`src/rtl/serial_code_lock.sv`:
```
// -----------------------------------------------------------------------------
// serial_code_lock
//
// Serial code detector. CODE_W-bit frames arrive MSB first on `in`, one bit per
// cycle where in_valid is high. Each complete frame is compared with a
// programmable code register. A match pulses `out`. A mismatch pulses `fail`
// and uses up one attempt. When the last attempt fails, the block enters a
// lockout of LOCK_CYCLES cycles. During lockout all input is ignored.
//
// Ports:
//   clk         in   rising-edge clock
//   rst         in   asynchronous, active-high reset
//   in_valid    in   qualifies `in`; one bit accepted per cycle when high
//   in          in   serial code bit, MSB of frame first
//   load_en     in   single-cycle strobe: write load_code, abort partial frame
//   load_code   in   [CODE_W] new code value
//   out         out  match pulse, 1 cycle
//   fail        out  mismatch pulse, 1 cycle
//   locked_out  out  high while in lockout
//   tries_left  out  [$clog2(MAX_TRIES+1)] remaining attempts
// -----------------------------------------------------------------------------
module serial_code_lock #(
    parameter int                CODE_W       = 4,
    parameter logic [CODE_W-1:0] DEFAULT_CODE = 4'b1011,
    parameter int                MAX_TRIES    = 3,
    parameter int                LOCK_CYCLES  = 16
) (
    input  logic                           clk,
    input  logic                           rst,
    input  logic                           in_valid,
    input  logic                           in,
    input  logic                           load_en,
    input  logic [CODE_W-1:0]              load_code,
    output logic                           out,
    output logic                           fail,
    output logic                           locked_out,
    output logic [$clog2(MAX_TRIES+1)-1:0] tries_left
);

    localparam int CNT_W  = $clog2(CODE_W);
    localparam int TRY_W  = $clog2(MAX_TRIES + 1);
    localparam int LOCK_W = (LOCK_CYCLES > 1) ? $clog2(LOCK_CYCLES) : 1;

    localparam logic [CNT_W-1:0]  LAST_BIT   = CNT_W'(CODE_W - 1);
    localparam logic [TRY_W-1:0]  TRIES_FULL = TRY_W'(MAX_TRIES);
    localparam logic [TRY_W-1:0]  ONE_TRY    = TRY_W'(1);
    localparam logic [LOCK_W-1:0] LOCK_LOAD  = LOCK_W'(LOCK_CYCLES - 1);

    localparam logic [0:0] COLLECT = 1'b0;
    localparam logic [0:0] LOCKOUT = 1'b1;

    logic [0:0]        state;
    logic [CNT_W-1:0]  bit_cnt;
    // Only the CODE_W-1 bits already received are stored. The final bit of a
    // frame is compared straight from `in`, so it is never registered.
    logic [CODE_W-2:0] shift;
    logic [CODE_W-1:0] code;
    logic [LOCK_W-1:0] lock_cnt;

    logic [CODE_W-1:0] frame_next;
    logic              frame_match;

    assign frame_next  = {shift, in};
    assign frame_match = (frame_next == code);

    // The state register is itself a flop, so this output is still registered.
    assign locked_out = (state == LOCKOUT);

    // NOTE: Sequential state uses non-blocking assignments only. Then every
    // flop samples values from before the edge, whatever the statement order.
    always_ff @(posedge clk or posedge rst) begin
        if (rst) begin
            state      <= COLLECT;
            bit_cnt    <= '0;
            shift      <= '0;
            // NOTE: The code register is a normal reset flop, not a memory.
            // Reset always restores DEFAULT_CODE, and a loaded code is lost.
            code       <= DEFAULT_CODE;
            out        <= 1'b0;
            fail       <= 1'b0;
            tries_left <= TRIES_FULL;
            lock_cnt   <= '0;
        end else begin
            // Pulses default low, so each one lasts a single cycle.
            out  <= 1'b0;
            fail <= 1'b0;

            case (state)
                COLLECT: begin
                    if (load_en) begin
                        // A load beats a bit arriving in the same cycle.
                        // The partial frame is dropped, and no compare happens.
                        code    <= load_code;
                        bit_cnt <= '0;
                        shift   <= '0;
                    end else if (in_valid) begin
                        shift <= frame_next[CODE_W-2:0];
                        if (bit_cnt == LAST_BIT) begin
                            bit_cnt <= '0;
                            if (frame_match) begin
                                out        <= 1'b1;
                                tries_left <= TRIES_FULL;
                            end else begin
                                fail <= 1'b1;
                                if (tries_left > ONE_TRY) begin
                                    tries_left <= tries_left - 1'b1;
                                end else begin
                                    // Last attempt used: lock out.
                                    // The lockout counts this cycle, so the
                                    // counter starts at LOCK_CYCLES-1.
                                    tries_left <= '0;
                                    state      <= LOCKOUT;
                                    lock_cnt   <= LOCK_LOAD;
                                end
                            end
                        end else begin
                            bit_cnt <= bit_cnt + 1'b1;
                        end
                    end
                end

                default: begin
                    // LOCKOUT: inputs are ignored until the counter runs out.
                    if (lock_cnt == '0) begin
                        state      <= COLLECT;
                        tries_left <= TRIES_FULL;
                        bit_cnt    <= '0;
                    end else begin
                        lock_cnt <= lock_cnt - 1'b1;
                    end
                end
            endcase
        end
    end

endmodule

```
`config.mk`:
```
export PLATFORM = sky130hd
export DESIGN_NAME = serial_code_lock
export DESIGN_NICKNAME = d
export VERILOG_FILES = /design/src/rtl/serial_code_lock.sv
export SDC_FILE = /design/constraint.sdc
export NUM_CORES = 1
export LEC_CHECK = 0
export BUFFER_PORTS_ARGS = -buffer_cell sky130_fd_sc_hd__buf_2
export CAP_MARGIN = 0
export CORE_UTILIZATION = 25
export CTS_BUF_LIST = sky130_fd_sc_hd__clkbuf_4 sky130_fd_sc_hd__clkbuf_8
export CTS_CLUSTER_SIZE = 12
export DETAILED_ROUTE_END_ITERATION = 6
export PLACE_DENSITY_LB_ADDON = 0.12
export SETUP_SLACK_MARGIN = 0.2
export SYNTH_ARGS = -nofsm -noshare
export SYNTH_HDL_FRONTEND = slang
export SYNTH_SLANG_ARGS = --single-unit
```
`constraint.sdc`:
```
create_clock -name clk -period 1.5 [get_ports clk]
set_input_delay 0.225 -clock clk [delete_from_list [all_inputs] [get_ports clk]]
set_output_delay 0.225 -clock clk [all_outputs]
set_load 0.005 [all_outputs]
```
==> results.py <==
metrics = {
    "outcome": {
        "status": "finished, final reports clean",
    },
    "sta": {
        "fmax_mhz": 699,
        "rsz0062_at_grt": "true",
        "fin_skew_ps": 1.52,
        "slew_headroom_pct": 69.7,
        "slew_viol_final": 0,
        "max_slew.worst_pin.slew_ps": 450,
        "fin_crit_sh_pct": 95.3,
        "fin_setup_tns_ps": 0,
        "setup_viol": 0,
        "hold_viol_final": 0,
        "period_needed_ps": 1430,
        "setup_ws_ps": 70.0,
    },
    "floorplanning": {
        "std_cell_rows": 22,
        "start_util_pct": 25.9,
        "core_mm2": 0.00366,
        "pin_count": 14,
        "design.die.area_mm2": 0.00404,
        "die_w_um": 63.6,
        "die_y_um": 63.6,
    },
    "global_route": {
        "grtUsageTotal_pct": 11.6,
        "grt_pass1_wl_mm": 3.61,
        "grt_pass1_vias": 755,
        "grt_overflow": 0,
        "grt_max_degree": 19,
        "antenna_found_initial": 0,
    },
    "yosys": {
        "ys_ff_latch": 18,
        "synth.net_count": 89,
        "synthesis.area_um2": 948,
        "synth_flop_cell": "dfrtp_1",
        "ys_types": 38,
        "async_flop_share_pct": 100,
        "synth_edf_count": 0,
        "yosysWarnings": 0,
        "postSynthAreaPerCell_um2": 12.2,
        "ys_seq_area_share_pct": 48.2,
        "syn_inst": 78,
    },
    "clock_network": {
        "clkSinkCount": 18,
        "clk_pin_slew_worst_paths_ps": 70,
        "clockRootBuffer": "clkbuf_8",
        "ctsLongestPathBuffers": 2,
        "cts_buffers": 3,
        "htreeDepth": 1,
        "tritoncts": "built",
        "insertion_delay_ps": 250,
    },
    "power_and_ir_drop": {
        "vdd_drop_max_mv": 0.350,
        "p_total_mw": 1.09,
        "p_leak_nw": 0.541,
        "clkPwrFrac_pct": 36.3,
        "internal-power_mw": 0.830,
        "seqPwrFrac_pct": 50.4,
        "comb_power_share_pct": 13.3,
        "p_sw_mw": 0.259,
        "switching_share_pct": 23.8,
        "pwr_density_cell_mw_per_mm2": 879,
    },
    "layout": {
        "final_cell_mix": "buf_2, dfrtp_1, nor2_1, buf_4, dfstp_2",
        "area_growth_pct": 30.6,
        "finalInstanceArea_mm2": 0.00124,
        "drive_gt1_share_pct": 51.0,
        "n_antenna_cell": 0,
        "final.fill_count": 370,
        "final_common_cell": "buf_2",
        "fin_nets": 114,
        "fin_util_pct": 33.8,
    },
    "flow_run": {
        "max_cap_viol_count": 0,
    },
    "hold_path": {
        "hold_path_end": "code[2]$_DFFE_PP0P_",
        "min_from": "load_code[2]",
        "hp-class": "in2reg",
        "min_delay_path_depth": 2,
    },
    "setup_path": {
        "worstPathArrival_ps": 1620,
        "cp_max_fo": 4,
        "critPathCaptureType": "flop",
        "r2r_end": "tries_left[1]$_DFFE_PP1P_",
        "cp.required_ps": 1690,
        "startpoint": "code[2]$_DFFE_PP0P_",
        "crit_path_start_kind": "flop",
        "regToRegSetupSlack_ps": 70,
        "r2r_start": "code[2]$_DFFE_PP0P_",
        "r2r.worst_path.cells": 4,
        "crit_type": "reg2reg",
    },
    "route": {
        "wl_met3_um": 58,
        "topRoutingLayerUsed": "met4",
        "vias_per_cell": 4.61,
        "ant_nets": 0,
        "route.met2.wl_um": 855,
        "drtIter0Drc": 30,
        "drt-met1-wl_mm": 1.03,
        "wl_mm": 1.97,
        "drc": 0,
        "firstDrtPassIters": 4,
        "dr_total_vias": 692,
        "detail_route.wl_per_cell_um": 13.1,
    },
    "placement": {
        "dpl_worst_slack_ps": 22.8,
        "routabilityCongestion": 0.689,
        "dp.final_hpwl_mm": 1.50,
        "io_buffer_count": 13,
        "place_area_mm2": 0.00112,
    },
}
worst max path at each step:
stage | end | cells after the start
2_1_floorplan | lock_cnt[1]$_DFFE_PP0P_ | 5
3_3_place_gp | lock_cnt[1]$_DFFE_PP0P_ | 5
3_5_place_dp | lock_cnt[1]$_DFFE_PP0P_ | 5
4_1_cts | lock_cnt[2]$_DFFE_PP0P_ | 4
5_1_grt | tries_left[1]$_DFFE_PP1P_ | 5
6_report | tries_left[1]$_DFFE_PP1P_ | 4
cell families after synthesis:
logic type / synth area share (%)
and+or+nand+nor: 17.2
AOI/OAI and AO/OA: 17.4
DFF: 48.2
buffers and inverters: 2.77
muxes: 5.80
xor gates and xnor gates: 6.07
adders and majority gates: 2.64
sequential cells by signal (all words and copies together), names as in the netlist:
signal	count
shift	3
out	1
locked_out	1
tries_left	2
bit_cnt	2
lock_cnt	4
code	4
fail	1
per-stage QoR:
stage / std cells / hold slack, ps
5_1_grt: 150 / 186
6_report: 150 / 203
3_3_place_gp: 143 / 256
3_5_place_dp: 143 / 267
2_1_floorplan: 78 / 160
4_1_cts: 148 / 191
cell usage after synthesis, types with 2 or more instances:
library cell / number / share of area [%]
mux2_2: 4 / 4.7
inv_1: 4 / 1.6
xor2_2: 3 / 5.1
ha_1: 2 / 2.6
a311oi_1: 2 / 1.8
o21ai_0: 3 / 1.6
a22o_2: 2 / 2.1
and4bb_2: 2 / 2.6
nand2_1: 3 / 1.2
dfstp_2: 5 / 14
a21oi_1: 2 / 1.1
nor2_1: 7 / 2.8
dfrtp_1: 13 / 34
nand3_1: 2 / 1.1
critical path: stages (launching register included):
cell and delay (ps):
dfrtp_1 410, xor2_2 220, o41ai_4 470, buf_4 180
o2bb2ai_2 90
per-layer routing:
layer,up-vias,track usage [%]
met5,-,0
met1,337,16.6
met3,2,2.36
met2,12,16.4
li1,341,-
met4,0,5.97
cell type report:
type,count,area [µm²],share of cell area [%]
Timing Repair Buffer,21,128,10.3
Clock buffer,4,55.1,4.44
Multi-Input combinational cell,54,518,41.8
Inverter,5,18.8,1.52
Tap cell,48,60.1,4.85
Sequential cell,18,459,37.1
power groups by stage:
stage	combinational [mW]	sequential [mW]	clock [mW]
5_1_grt	0.163	0.554	0.440
4_1_cts	0.141	0.547	0.426
2_1_floorplan	0.0854	0.552	0
3_5_place_dp	0.136	0.556	0
6_report	0.145	0.549	0.395
3_3_place_gp	0.135	0.555	0
repair_timing:
item / in CTS / in global routing
gates cloned: 0 / 0
pin swaps: 2 / 3
gates resized for setup: 4 / 6
setup buffers: 0 / 2
hold endpoints to repair: 13 / 0
hold buffers: 1 / 0
endpoints found under the setup margin: 10 / 12
Note: power is estimated with default switching activity, not from simulation.
